**src/rtl/fb_mem_responder_if.sv**
```systemverilog
// rtl/fb_mem_responder_if.sv - FIFO and memory-port bundle for the framebuffer memory responder
interface fb_mem_responder_if #(
    parameter int ADDR_WIDTH = 24
);
    logic [40:0]           cmd_q_i;
    logic                  cmd_empty_i;
    logic                  cmd_deq_o;
    logic [31:0]           burst_q_i;
    logic                  burst_empty_i;
    logic                  burst_deq_o;
    logic [15:0]           rd_d_o;
    logic                  rd_enq_o;
    logic                  rd_full_i;
    logic [127:0]          rd_burst_d_o;
    logic                  rd_burst_enq_o;
    logic                  rd_burst_full_i;
    logic                  mem_req_o;
    logic                  mem_we_o;
    logic [ADDR_WIDTH-1:0] mem_addr_o;
    logic [15:0]           mem_wdata_o;
    logic                  mem_ready_i;
    logic                  mem_rvalid_i;
    logic [15:0]           mem_rdata_i;

    // master is the responder itself; slave is the FIFO/memory side
    modport master (
        input  cmd_q_i, cmd_empty_i, burst_q_i, burst_empty_i, rd_full_i, rd_burst_full_i,
               mem_ready_i, mem_rvalid_i, mem_rdata_i,
        output cmd_deq_o, burst_deq_o, rd_d_o, rd_enq_o, rd_burst_d_o, rd_burst_enq_o,
               mem_req_o, mem_we_o, mem_addr_o, mem_wdata_o
    );

    modport slave (
        output cmd_q_i, cmd_empty_i, burst_q_i, burst_empty_i, rd_full_i, rd_burst_full_i,
               mem_ready_i, mem_rvalid_i, mem_rdata_i,
        input  cmd_deq_o, burst_deq_o, rd_d_o, rd_enq_o, rd_burst_d_o, rd_burst_enq_o,
               mem_req_o, mem_we_o, mem_addr_o, mem_wdata_o
    );
endinterface

```
**src/rtl/fb_mem_responder.sv**
```systemverilog
// rtl/fb_mem_responder.sv - executes framebuffer FIFO commands as 16-bit memory accesses
module fb_mem_responder #(
    parameter int ADDR_WIDTH  = 24,
    parameter int BURST_WORDS = 8
) (
    input  logic                clk,
    input  logic                reset_n_i,
    fb_mem_responder_if.master  bus,
    output logic                busy_o,
    output logic                err_o
);
    localparam int IDX_W = $clog2(BURST_WORDS);
    localparam logic [IDX_W-1:0] LAST_IDX = IDX_W'(BURST_WORDS - 1);

    typedef enum logic [3:0] {
        S_IDLE, S_DISPATCH, S_SWR, S_SRD, S_RD_WAIT, S_RESP,
        S_BRD, S_BRD_WAIT, S_BRESP, S_BWR_FETCH, S_BWR
    } state_t;

    state_t             state_q, state_d;
    logic [40:0]        cmd_reg_q, cmd_reg_d;
    logic [IDX_W-1:0]   idx_q, idx_d;
    logic [31:0]        wbuf_q, wbuf_d;
    logic [15:0]        rd_data_q, rd_data_d;
    logic [127:0]       rd_burst_q, rd_burst_d;

    logic                  cmd_deq, burst_deq, rd_enq, rd_burst_enq;
    logic                  mem_req, mem_we;
    logic [ADDR_WIDTH-1:0] mem_addr;
    logic [15:0]           mem_wdata;
    logic                  err;

    logic                  cmd_we;
    logic [ADDR_WIDTH-1:0] cmd_addr;
    logic [ADDR_WIDTH-1:0] burst_addr;
    logic [15:0]           burst_word;

    assign cmd_we     = cmd_reg_q[40];
    assign cmd_addr   = cmd_reg_q[16 +: ADDR_WIDTH];
    // Bursts stay inside their 8-aligned block: base has the low bits cleared
    assign burst_addr = {cmd_addr[ADDR_WIDTH-1:IDX_W], {IDX_W{1'b0}}} + ADDR_WIDTH'(idx_q);
    assign burst_word = idx_q[0] ? wbuf_q[31:16] : wbuf_q[15:0];

    always_ff @(posedge clk or negedge reset_n_i) begin
        if (!reset_n_i) begin
            state_q    <= S_IDLE;
            cmd_reg_q  <= '0;
            idx_q      <= '0;
            wbuf_q     <= '0;
            rd_data_q  <= '0;
            rd_burst_q <= '0;
        end else begin
            state_q    <= state_d;
            cmd_reg_q  <= cmd_reg_d;
            idx_q      <= idx_d;
            wbuf_q     <= wbuf_d;
            rd_data_q  <= rd_data_d;
            rd_burst_q <= rd_burst_d;
        end
    end

    always_comb begin
        state_d      = state_q;
        cmd_reg_d    = cmd_reg_q;
        idx_d        = idx_q;
        wbuf_d       = wbuf_q;
        rd_data_d    = rd_data_q;
        rd_burst_d   = rd_burst_q;
        cmd_deq      = 1'b0;
        burst_deq    = 1'b0;
        rd_enq       = 1'b0;
        rd_burst_enq = 1'b0;
        mem_req      = 1'b0;
        mem_we       = 1'b0;
        mem_addr     = '0;
        mem_wdata    = '0;
        err          = 1'b0;
        case (state_q)
            S_IDLE: begin
                if (!bus.cmd_empty_i) begin
                    cmd_deq   = 1'b1;
                    cmd_reg_d = bus.cmd_q_i;
                    state_d   = S_DISPATCH;
                end
            end
            S_DISPATCH: begin
                idx_d = '0;
                if (cmd_we) begin
                    state_d = S_SWR;
                end else begin
                    case (cmd_reg_q[1:0])
                        2'b00:   state_d = S_SRD;
                        2'b01:   state_d = S_BRD;
                        2'b10:   state_d = S_BWR_FETCH;
                        default: begin
                            err     = 1'b1;
                            state_d = S_IDLE;
                        end
                    endcase
                end
            end
            S_SWR: begin
                mem_req   = 1'b1;
                mem_we    = 1'b1;
                mem_addr  = cmd_addr;
                mem_wdata = cmd_reg_q[15:0];
                if (bus.mem_ready_i) state_d = S_IDLE;
            end
            S_SRD: begin
                mem_req  = 1'b1;
                mem_addr = cmd_addr;
                if (bus.mem_ready_i) state_d = S_RD_WAIT;
            end
            S_RD_WAIT: begin
                if (bus.mem_rvalid_i) begin
                    rd_data_d = bus.mem_rdata_i;
                    state_d   = S_RESP;
                end
            end
            S_RESP: begin
                if (!bus.rd_full_i) begin
                    rd_enq  = 1'b1;
                    state_d = S_IDLE;
                end
            end
            S_BRD: begin
                mem_req  = 1'b1;
                mem_addr = burst_addr;
                if (bus.mem_ready_i) state_d = S_BRD_WAIT;
            end
            S_BRD_WAIT: begin
                if (bus.mem_rvalid_i) begin
                    rd_burst_d[{idx_q, 4'b0000} +: 16] = bus.mem_rdata_i;
                    if (idx_q == LAST_IDX) begin
                        state_d = S_BRESP;
                    end else begin
                        idx_d   = idx_q + 1'b1;
                        state_d = S_BRD;
                    end
                end
            end
            S_BRESP: begin
                if (!bus.rd_burst_full_i) begin
                    rd_burst_enq = 1'b1;
                    state_d      = S_IDLE;
                end
            end
            S_BWR_FETCH: begin
                // Each 32-bit pop feeds two words: only even indices pop
                if (idx_q[0]) begin
                    state_d = S_BWR;
                end else if (!bus.burst_empty_i) begin
                    burst_deq = 1'b1;
                    wbuf_d    = bus.burst_q_i;
                    state_d   = S_BWR;
                end
            end
            S_BWR: begin
                mem_req   = 1'b1;
                mem_we    = 1'b1;
                mem_addr  = burst_addr;
                mem_wdata = burst_word;
                if (bus.mem_ready_i) begin
                    if (idx_q == LAST_IDX) begin
                        idx_d   = '0;
                        state_d = S_IDLE;
                    end else begin
                        idx_d   = idx_q + 1'b1;
                        state_d = S_BWR_FETCH;
                    end
                end
            end
            default: state_d = S_IDLE;
        endcase
    end

    // The pop is the only output decoded from IDLE, so it is masked while reset is held
    assign bus.cmd_deq_o      = cmd_deq & reset_n_i;
    assign bus.burst_deq_o    = burst_deq;
    assign bus.rd_d_o         = rd_data_q;
    assign bus.rd_enq_o       = rd_enq;
    assign bus.rd_burst_d_o   = rd_burst_q;
    assign bus.rd_burst_enq_o = rd_burst_enq;
    assign bus.mem_req_o      = mem_req;
    assign bus.mem_we_o       = mem_we;
    assign bus.mem_addr_o     = mem_addr;
    assign bus.mem_wdata_o    = mem_wdata;
    assign busy_o             = (state_q != S_IDLE);
    assign err_o              = err;
endmodule

```
**src/flat_wrapper.sv**
```systemverilog
// flat-port wrapper written by rule: the top's interface ports become plain ports
module fb_mem_responder_flat 
#(
    parameter int ADDR_WIDTH  = 24,
    parameter int BURST_WORDS = 8
)
  (clk, reset_n_i, busy_o, err_o, bus_cmd_q_i, bus_cmd_empty_i, bus_burst_q_i, bus_burst_empty_i, bus_rd_full_i, bus_rd_burst_full_i, bus_mem_ready_i, bus_mem_rvalid_i, bus_mem_rdata_i, bus_cmd_deq_o, bus_burst_deq_o, bus_rd_d_o, bus_rd_enq_o, bus_rd_burst_d_o, bus_rd_burst_enq_o, bus_mem_req_o, bus_mem_we_o, bus_mem_addr_o, bus_mem_wdata_o);
  fb_mem_responder_if #(.ADDR_WIDTH(ADDR_WIDTH)) bus_i ();
  input  logic clk;
  input  logic reset_n_i;
  output logic busy_o;
  output logic err_o;
  input wire logic [$bits(bus_i.cmd_q_i)-1:0] bus_cmd_q_i;
  input wire logic [$bits(bus_i.cmd_empty_i)-1:0] bus_cmd_empty_i;
  input wire logic [$bits(bus_i.burst_q_i)-1:0] bus_burst_q_i;
  input wire logic [$bits(bus_i.burst_empty_i)-1:0] bus_burst_empty_i;
  input wire logic [$bits(bus_i.rd_full_i)-1:0] bus_rd_full_i;
  input wire logic [$bits(bus_i.rd_burst_full_i)-1:0] bus_rd_burst_full_i;
  input wire logic [$bits(bus_i.mem_ready_i)-1:0] bus_mem_ready_i;
  input wire logic [$bits(bus_i.mem_rvalid_i)-1:0] bus_mem_rvalid_i;
  input wire logic [$bits(bus_i.mem_rdata_i)-1:0] bus_mem_rdata_i;
  output wire logic [$bits(bus_i.cmd_deq_o)-1:0] bus_cmd_deq_o;
  output wire logic [$bits(bus_i.burst_deq_o)-1:0] bus_burst_deq_o;
  output wire logic [$bits(bus_i.rd_d_o)-1:0] bus_rd_d_o;
  output wire logic [$bits(bus_i.rd_enq_o)-1:0] bus_rd_enq_o;
  output wire logic [$bits(bus_i.rd_burst_d_o)-1:0] bus_rd_burst_d_o;
  output wire logic [$bits(bus_i.rd_burst_enq_o)-1:0] bus_rd_burst_enq_o;
  output wire logic [$bits(bus_i.mem_req_o)-1:0] bus_mem_req_o;
  output wire logic [$bits(bus_i.mem_we_o)-1:0] bus_mem_we_o;
  output wire logic [$bits(bus_i.mem_addr_o)-1:0] bus_mem_addr_o;
  output wire logic [$bits(bus_i.mem_wdata_o)-1:0] bus_mem_wdata_o;
  assign bus_i.cmd_q_i = bus_cmd_q_i;
  assign bus_i.cmd_empty_i = bus_cmd_empty_i;
  assign bus_i.burst_q_i = bus_burst_q_i;
  assign bus_i.burst_empty_i = bus_burst_empty_i;
  assign bus_i.rd_full_i = bus_rd_full_i;
  assign bus_i.rd_burst_full_i = bus_rd_burst_full_i;
  assign bus_i.mem_ready_i = bus_mem_ready_i;
  assign bus_i.mem_rvalid_i = bus_mem_rvalid_i;
  assign bus_i.mem_rdata_i = bus_mem_rdata_i;
  assign bus_cmd_deq_o = bus_i.cmd_deq_o;
  assign bus_burst_deq_o = bus_i.burst_deq_o;
  assign bus_rd_d_o = bus_i.rd_d_o;
  assign bus_rd_enq_o = bus_i.rd_enq_o;
  assign bus_rd_burst_d_o = bus_i.rd_burst_d_o;
  assign bus_rd_burst_enq_o = bus_i.rd_burst_enq_o;
  assign bus_mem_req_o = bus_i.mem_req_o;
  assign bus_mem_we_o = bus_i.mem_we_o;
  assign bus_mem_addr_o = bus_i.mem_addr_o;
  assign bus_mem_wdata_o = bus_i.mem_wdata_o;
  fb_mem_responder #(.ADDR_WIDTH(ADDR_WIDTH), .BURST_WORDS(BURST_WORDS)) u_core (.clk(clk), .reset_n_i(reset_n_i), .bus(bus_i), .busy_o(busy_o), .err_o(err_o));
endmodule
```
**config.mk**
```make
export PLATFORM = sky130hd
export DESIGN_NAME = fb_mem_responder_flat
export DESIGN_NICKNAME = d
export VERILOG_FILES = /design/src/rtl/fb_mem_responder_if.sv /design/src/rtl/fb_mem_responder.sv /design/src/flat_wrapper.sv
export SDC_FILE = /design/constraint.sdc
export NUM_CORES = 1
export LEC_CHECK = 0
export ABC_AREA = 1
export ABC_CLOCK_PERIOD_IN_PS = 3850
export CAP_MARGIN = 10
export CORE_MARGIN = 5
export CORE_UTILIZATION = 40
export DETAILED_ROUTE_END_ITERATION = 8
export PLACE_DENSITY_LB_ADDON = 0.05
export REMOVE_ABC_BUFFERS = 1
export SLEW_MARGIN = 20
export SYNTH_ARGS = -nofsm -noshare
export SYNTH_HDL_FRONTEND = slang
export SYNTH_SLANG_ARGS = --single-unit
export TNS_END_PERCENT = 5
```
**constraint.sdc**
```tcl
create_clock -name clk -period 3.85 [get_ports clk]
set_input_delay 0.77 -clock clk [delete_from_list [all_inputs] [get_ports clk]]
set_output_delay 0.77 -clock clk [all_outputs]
set_load 0.01 [all_outputs]
```
==> impl_metrics.toml <==
[detailed_routing]
first_iter_violations = 486
drt_wl_total_um = 27900
vias = 8050
ant_nets = 0
drc_errors = 0
vias_per_cell = 4.76
drtPass1Iterations = 5
wl_per_cell_um = 16.5

[power_and_ir_drop]
p_leak_nw = 6.38
vdd_drop_max_mv = 0.546
power_mw = 7.89
pwr_density_cell_nw_per_um2 = 587

[timing]
setup_ws_ns = 0.240
setup_viol = 0
rsz0062_at_grt = "no"
fin_skew_ns = 0.0129
finalHoldViolCount = 0
holdWs_ns = 0.0604
fin_crit_ns = 3.61
slew_headroom_pct = 42.0
maxSlewViolCount = 0
tns_ns = 0
period_share_pct = 93.8
tightestPinTransition_ns = 0.870
fmax_mhz = 277

[cts]
clkTransAtPathRegs_ns = 0.06
numCtsBuffers = 25
clockBufferDepth = 3
clk-insertion-delay-late_ns = 0.53
post_cts_buffers = 0
cts_tree = "built"
cts-root-buf = "clkbuf_16"
cts_hold_buf = 0
htreeDepth = 1
cts.sinks = 224
postCtsResizedCells = 0

[worst_setup_path]
cp_max_fo = 21
crit_required_ns = 3.08
startpoint_type = "register"
reg2reg_from = "u_core.idx_q[0]"
crit_path_end_kind = "output port"
r2r_slack_ns = 0.94
rr_endpoint = "u_core.bus.rd_burst_d_o[112]"
cp_data_arrival_time_ns = 2.84
critPathKind = "register to output port"
reg2regPathDepth = 10

[die]
die-area_um2 = 26800
rows = 56
chipHeight_um = 164
fp.dieW_um = 164
core_area_um2 = 23300
start_util_pct = 40.5
pin_count = 289

[global_route]
grt_pass1_wl_um = 44300
grt_overflow = 0
grt_start_max_net_pins = 138
grt_usage_pct = 20.7
antenna_found_initial = 0
grt_pass1_vias = 8056

[synthesis]
async_flop_share_pct = 100
yosysSeqAreaShare_pct = 59.3
ys.warnings.count = 0
ys_dominant_reg_cell = "dfrtp_1"
avgSynthCellArea_um2 = 8.76
synth_seq_cells = 224
netlist_instances = 1078
netlist_area_um2 = 9450
synth_edf_count = 0
yosysUniqueCellTypes = 32

[place]
place_hpwl_um = 19800
place_congestion = 0.843
placed_area_um2 = 12600
dpl_worst_slack_ns = 0.751
port_buffers = 288
place_inst = 1646

[finish]
diodes = 0
final_cell_count_no_fill = 1690
fin_nets = 1455
drive_gt1_share_pct = 6.20
postLayoutCellArea_um2 = 13400
areaGrowthSynthToFinish_pct = 42.3
final_core_util_pct = 57.6

[job]
maxCapViolCount = 0

[hold_path]
hp-class = "input port to async pin"

[outcome]
status = "finished clean"
-- where the power goes --
group | internal, mW | switching (mW)
registers | 2.84 | 0.252
logic | 1.04 | 1.27
clock network | 1.54 | 0.955
-- routing by layer --
layer  share of wire [%]  vias up  wire, um  track usage, %
met5                   0        -         0               0
met4                 2.9        0       811            6.10
met3                 8.3       57      2320            5.35
met2                  45      289     12400            32.2
met1                  44     3723     12300            28.8
li1                    -     3981         -               -
-- state kept, by name, summed over array words and instances (netlist names) --
register and flops:
u_core.bus.rd_burst_d_o 128, u_core.idx_q 3, u_core.wbuf_q 32, u_core.bus.rd_d_o 16
u_core.cmd_reg_q 41, u_core.state_q 4
-- worst max-delay path, stage by stage, from the launching register on --
cell	delay (ns)
dfrtp_1	0.51
inv_2	0.11
nand2_2	0.12
nor2_1	0.09
nor2_1	0.25
nand2_1	0.11
inv_1	0.50
nor2_1	0.12
clkdlybuf4s50_1	0.51
-- cell usage after synthesis, types with 3 or more instances --
| master | n | area (um2) |
|---|---|---|
| o31ai_1 | 25 | 188 |
| buf_4 | 3 | 22.5 |
| buf_2 | 31 | 155 |
| o21ai_1 | 95 | 475 |
| clkbuf_1 | 12 | 45.0 |
| nand2_1 | 287 | 1080 |
| a21oi_1 | 29 | 145 |
| inv_2 | 5 | 18.8 |
| o31ai_2 | 5 | 62.6 |
| nand2_2 | 4 | 25.0 |
| nor2_1 | 171 | 642 |
| nand3_1 | 32 | 160 |
| nor2_4 | 4 | 45.0 |
| o21ai_0 | 33 | 165 |
| ha_1 | 4 | 50.1 |
| inv_1 | 85 | 319 |
| nand2_4 | 3 | 33.8 |
| nor3_1 | 3 | 15.0 |
| nand4_2 | 3 | 37.5 |
| dfrtp_1 | 224 | 5610 |
| nor2_2 | 5 | 31.3 |
-- placed cells by master (no fill, tap or decap), types with 4 or more instances in the layout --
cell type        Yosys  routed
ha_1                 4       4
nand2_2              4       4
clkbuf_16            0      25
clkbuf_1            12       5
clkinv_2             0       5
inv_1               85      85
nor2_4               4       4
nor2_1             171     171
inv_2                5       5
nand3_1             32      31
o31ai_2              5       5
dfrtp_1            224     224
clkbuf_8             0       4
a21oi_1             29      29
nor2_2               5       5
o31ai_1             25      25
buf_4                3      10
o21ai_0             33      33
nand2_1            287     287
bufinv_16            0       4
clkdlybuf4s50_1      0     287
o21ai_1             95      95
-- cells by family (layout without fill, tap and decap cells) --
logic type      count (synthesis)  after routing  synth area share (%)
flops                         224            224                  59.3
simple gates                  520            520                  22.6
compound gates                190            190                  11.2
fa+ha+maj                       4              4                 0.530
buf+inv                       140            433                  6.26
-- worst max path at each step --
stage / from / end / slack, ns / cells after the start
2_1_floorplan: u_core.state_q[3] / bus_cmd_deq_o / 0.73 / 4
3_3_place_gp: u_core.state_q[3] / bus_mem_addr_o[17] / 0.75 / 8
3_5_place_dp: u_core.state_q[3] / bus_mem_addr_o[6] / 0.75 / 8
4_1_cts: u_core.state_q[3] / bus_mem_addr_o[6] / 0.18 / 8
5_1_grt: u_core.state_q[3] / bus_mem_addr_o[6] / 0.01 / 8
6_report: u_core.state_q[3] / bus_mem_addr_o[6] / 0.24 / 8
-- layout make-up --
type | instances | area [um2]
Clock buffer | 34 | 699
Fill cell | 2171 | 9890
Timing Repair Buffer | 299 | 2980
Tap cell | 319 | 399
Inverter | 90 | 338
Multi-Input combinational cell | 714 | 3250
Clock inverter | 10 | 165
Sequential cell | 224 | 5610
(Power assumes the default switching activity.)
==> RTL edit 1 (same flow settings) <==
The 11 states of `state_t` get a one-hot encoding in 11 bits.
--- a/src/rtl/fb_mem_responder.sv
+++ b/src/rtl/fb_mem_responder.sv
@@ -12,9 +12,9 @@
     localparam int IDX_W = $clog2(BURST_WORDS);
     localparam logic [IDX_W-1:0] LAST_IDX = IDX_W'(BURST_WORDS - 1);
 
-    typedef enum logic [3:0] {
-        S_IDLE, S_DISPATCH, S_SWR, S_SRD, S_RD_WAIT, S_RESP,
-        S_BRD, S_BRD_WAIT, S_BRESP, S_BWR_FETCH, S_BWR
+    typedef enum logic [10:0] {
+        S_IDLE = 11'b00000000001, S_DISPATCH = 11'b00000000010, S_SWR = 11'b00000000100, S_SRD = 11'b00000001000, S_RD_WAIT = 11'b00000010000, S_RESP = 11'b00000100000,
+        S_BRD = 11'b00001000000, S_BRD_WAIT = 11'b00010000000, S_BRESP = 11'b00100000000, S_BWR_FETCH = 11'b01000000000, S_BWR = 11'b10000000000
     } state_t;
 
     state_t             state_q, state_d;
Behaviour: no difference found for any inputs over 4 cycles, from zero or initial values and one cycle with reset_n_i low; so few cycles prove little.
==> RTL edit 1 against the unedited design <==
Synthesized area is 3.1% higher. Cell count is 1.0% lower. Wire length is 0.43% higher. Count of clock-buffer cells in the layout is 1 higher. First-iteration DRC count is 27% higher. Critical path depth is 1 lower. Sequential cell count is 7 higher. Final area is 2.3% higher. Worst setup slack better by 0.051 ns. Critical endpoint is now bus_mem_wdata_o[14]. Power is 7.6% lower.
==> RTL edit 1: results (changes against the unedited design) <==
crit_end: "bus_mem_wdata_o[14]"  # was bus_mem_addr_o[6]
cp_slowest_cell: "clkdlybuf4s50_1"  # was dfrtp_1
whs_ns: 0.140  # was 0.0604 ns
status: "finished clean"  # unchanged
global_route.usage.met1_pct: 28.2  # was 28.8%
avgViaCountPerCell: 4.75  # was 4.76
place_congestion: 0.863  # was 0.843
nNetsFinal: 1432  # was 1,455
grtUsageMet2_pct: 31.3  # was 32.2%
clock.fmax_mhz: 281  # was 277 MHz
yosysUniqueCellTypes: 36  # was 32
placed_cells: 1628  # was 1,646
cp-startpoint: "u_core.state_q[5]$_DFFE_PN0P_"  # was u_core.state_q[3]$_DFFE_PN0P_
worstPathMaxFanout: 19  # was 21
synth-compound-area-share_pct: 12.4  # was 11.2%
synth.top_cells.by_count: "nand2_1 (271), dfrtp_1 (230), nor2_1 (131), o21ai_0 (113), inv_1 (76)"  # was nand2_1 (287), dfrtp_1 (224), nor2_1 (171), o21ai_1 (95), inv_1 (85)
grt_max_degree: 131  # was 138
drive_above_1_share_pct: 9.93  # was 6.20%
fin_worst_skew_ns: 0.0157  # was 0.0129 ns
synth_area_leaders: "dfrtp_1 (59%), nand2_1 (10%), o21ai_0 (5.8%)"  # was dfrtp_1 (59%), nand2_1 (11%), nor2_1 (6.8%)
pg_clk_mw: 2.46  # was 2.50 mW
max-vdd-ir-drop_mv: 0.315  # was 0.546 mV
p_seq_share_pct: 42.7  # was 39.2%
hpwl_um: 19300  # was 19,800 µm
syn_area_per_cell_um2: 9.29  # was 8.76 µm²
internal_power_mw: 5.18  # was 5.41 mW
==> RTL edit 1: cell types whose count changed in the layout (fill, tap and decap cells not counted), moves of 5 or more <==
cell,change
a21oi_1,-7
a21oi_2,+33
buf_4,+6
dfrtp_1,+6
inv_1,-9
mux2_2,+17
nand2_1,-16
nor2_1,-40
o21ai_0,+80
o21ai_1,-81
o31ai_1,-11
o31ai_2,-5
==> RTL edit 1: critical path: cells and delay by family, from the launching register on <==
family | cells | cell delay [ns]
compound gates | 1 | 0.42
buf+inv | 2 | 0.86
flops | 1 | 0.39
simple gates | 4 | 0.58
==> RTL edit 1: area by class of cell <==
cell class / instances / area share, %
clock buffers: 35 / 5.11
clock inverters: 10 / 1.04
inverters: 78 / 2.13
multi-input cells: 690 / 24.7
flip-flops and latches: 231 / 42.0
well taps: 324 / 2.95
repair buffers: 305 / 22.0
==> RTL edit 2 (same flow settings) <==
Without the edit above. `ADDR_WIDTH` is set to 24 in 3 places; all go to 16.
--- a/src/rtl/fb_mem_responder_if.sv
+++ b/src/rtl/fb_mem_responder_if.sv
@@ -1,6 +1,6 @@
 // rtl/fb_mem_responder_if.sv - FIFO and memory-port bundle for the framebuffer memory responder
 interface fb_mem_responder_if #(
-    parameter int ADDR_WIDTH = 24
+    parameter int ADDR_WIDTH = 16
 );
     logic [40:0]           cmd_q_i;
     logic                  cmd_empty_i;
--- a/src/rtl/fb_mem_responder.sv
+++ b/src/rtl/fb_mem_responder.sv
@@ -1,6 +1,6 @@
 // rtl/fb_mem_responder.sv - executes framebuffer FIFO commands as 16-bit memory accesses
 module fb_mem_responder #(
-    parameter int ADDR_WIDTH  = 24,
+    parameter int ADDR_WIDTH  = 16,
     parameter int BURST_WORDS = 8
 ) (
     input  logic                clk,
--- a/src/flat_wrapper.sv
+++ b/src/flat_wrapper.sv
@@ -1,7 +1,7 @@
 // flat-port wrapper written by rule: the top's interface ports become plain ports
 module fb_mem_responder_flat 
 #(
-    parameter int ADDR_WIDTH  = 24,
+    parameter int ADDR_WIDTH  = 16,
     parameter int BURST_WORDS = 8
 )
   (clk, reset_n_i, busy_o, err_o, bus_cmd_q_i, bus_cmd_empty_i, bus_burst_q_i, bus_burst_empty_i, bus_rd_full_i, bus_rd_burst_full_i, bus_mem_ready_i, bus_mem_rvalid_i, bus_mem_rdata_i, bus_cmd_deq_o, bus_burst_deq_o, bus_rd_d_o, bus_rd_enq_o, bus_rd_burst_d_o, bus_rd_burst_enq_o, bus_mem_req_o, bus_mem_we_o, bus_mem_addr_o, bus_mem_wdata_o);
Interface: changed (resized bus_mem_addr_o); port bits go from 289 to 281. No check against the original RTL was run, so the function may have changed too.
==> RTL edit 2 against the unedited design <==
Count of clock-buffer cells in the layout increased by 1. Worst setup slack improved by 0.099 ns. Register-to-register slack improved by 0.14 ns. Sequential cell count decreased by 8. Synthesized area decreased by 4.0%. Final area decreased by 4.1%. Wire length decreased by 4.5%. Power decreased by 4.7%. Critical path type unchanged. Largest power group unchanged. Highest routed layer unchanged.
==> RTL edit 2: results (changes against the unedited design) <==
cp.arrival_ns: 2.74  # was 2.84 ns
synth_xor_area_share_pct: 0  # unchanged
p_leak_nw: 6.04  # was 6.38 nW
portBuffers: 272  # was 288
worstPathMaxFanout: 17  # was 21
drt_iter0_markers: 498  # was 486
ys_seq_area_share_pct: 59.6  # was 59.3%
timing.rr.end: "u_core.bus.rd_burst_d_o[83]$_DFFE_PN0P_"  # was u_core.bus.rd_burst_d_o[112]$_DFFE_PN0P_
whs_ns: 0.454  # was 0.0604 ns
vias: 7769  # was 8,050
max-vdd-ir-drop_mv: 0.395  # was 0.546 mV
relSlewSlack_pct: 37.1  # was 42.0%
grt.total_usage_pct: 20.4  # was 20.7%
avgViaCountPerCell: 4.84  # was 4.76
synth_cells: 1038  # was 1,078
dp_slack_ns: 0.654  # was 0.751 ns
hpwl_um: 18600  # was 19,800 µm
htreeDepth: 1  # unchanged
timing.final.ws_setup_ns: 0.340  # was 0.240 ns
grt_max_degree: 75  # was 138
place_congestion: 0.872  # was 0.843
synth.top_cells.by_count: "nand2_1 (266), dfrtp_1 (216), nor2_1 (164), o21ai_1 (97), inv_1 (66)"  # was nand2_1 (287), dfrtp_1 (224), nor2_1 (171), o21ai_1 (95), inv_1 (85)
nNetsFinal: 1403  # was 1,455
cp_slowest_cell: "clkdlybuf4s50_1"  # was dfrtp_1
synth_area_leaders: "dfrtp_1 (60%), nand2_1 (11%), nor2_1 (6.8%)"  # was dfrtp_1 (59%), nand2_1 (11%), nor2_1 (6.8%)
dpl-instance-area_um2: 12000  # was 12,600 µm²
placed_cells: 1560  # was 1,646
clk-insertion-delay-late_ns: 0.51  # was 0.53 ns
cts_buffers: 25  # unchanged
yosysUniqueCellTypes: 30  # was 32
synth_fa_ha_area_share_pct: 0.552  # was 0.530%
status: "finished clean"  # unchanged
rr_worst_depth: 9  # was 10
crit_end: "bus_mem_wdata_o[5]"  # was bus_mem_addr_o[6]
drt_wl_total_um: 26700  # was 27,900 µm
synth-compound-area-share_pct: 10.5  # was 11.2%
synthFlopType: "dfrtp_1"  # unchanged
drive_above_1_share_pct: 6.22  # was 6.20%
reg2reg_slack_ns: 1.08  # was 0.94 ns
grt_pass1_wl_um: 42500  # was 44,300 µm
[RTL edit 2: cell types whose count changed after synthesis, moves of 10 or more]
cell and change:
nor3_1 +25, nand2_1 -21, inv_1 -19, o21a_1 +16, o21ai_0 -15, buf_2 -14
clkbuf_1 +14, nand3_1 +10
[RTL edit 2: cell type report]
class / count / area [µm²]
Timing Repair Buffer: 288 / 2850
Clock buffer: 35 / 723
Inverter: 75 / 282
Sequential cell: 216 / 5410
Tap cell: 285 / 357
Clock inverter: 9 / 128
Multi-Input combinational cell: 696 / 3150
Fill cell: 2089 / 9620
[RTL edit 2: routing by layer]
metal	track usage, %	vias up	share of wire [%]
met2	30.8	237	43
met5	0	-	0
met3	5.72	40	7.7
li1	-	3858	-
met4	5.48	0	2.5
met1	29.0	3634	47
[RTL edit 2: power breakdown]
| part | switching, mW | total [mW] | internal, mW |
|---|---|---|---|
| Combinational | 1.15 | 2.12 | 0.972 |
| Sequential | 0.245 | 2.97 | 2.72 |
| Clock | 0.925 | 2.43 | 1.51 |
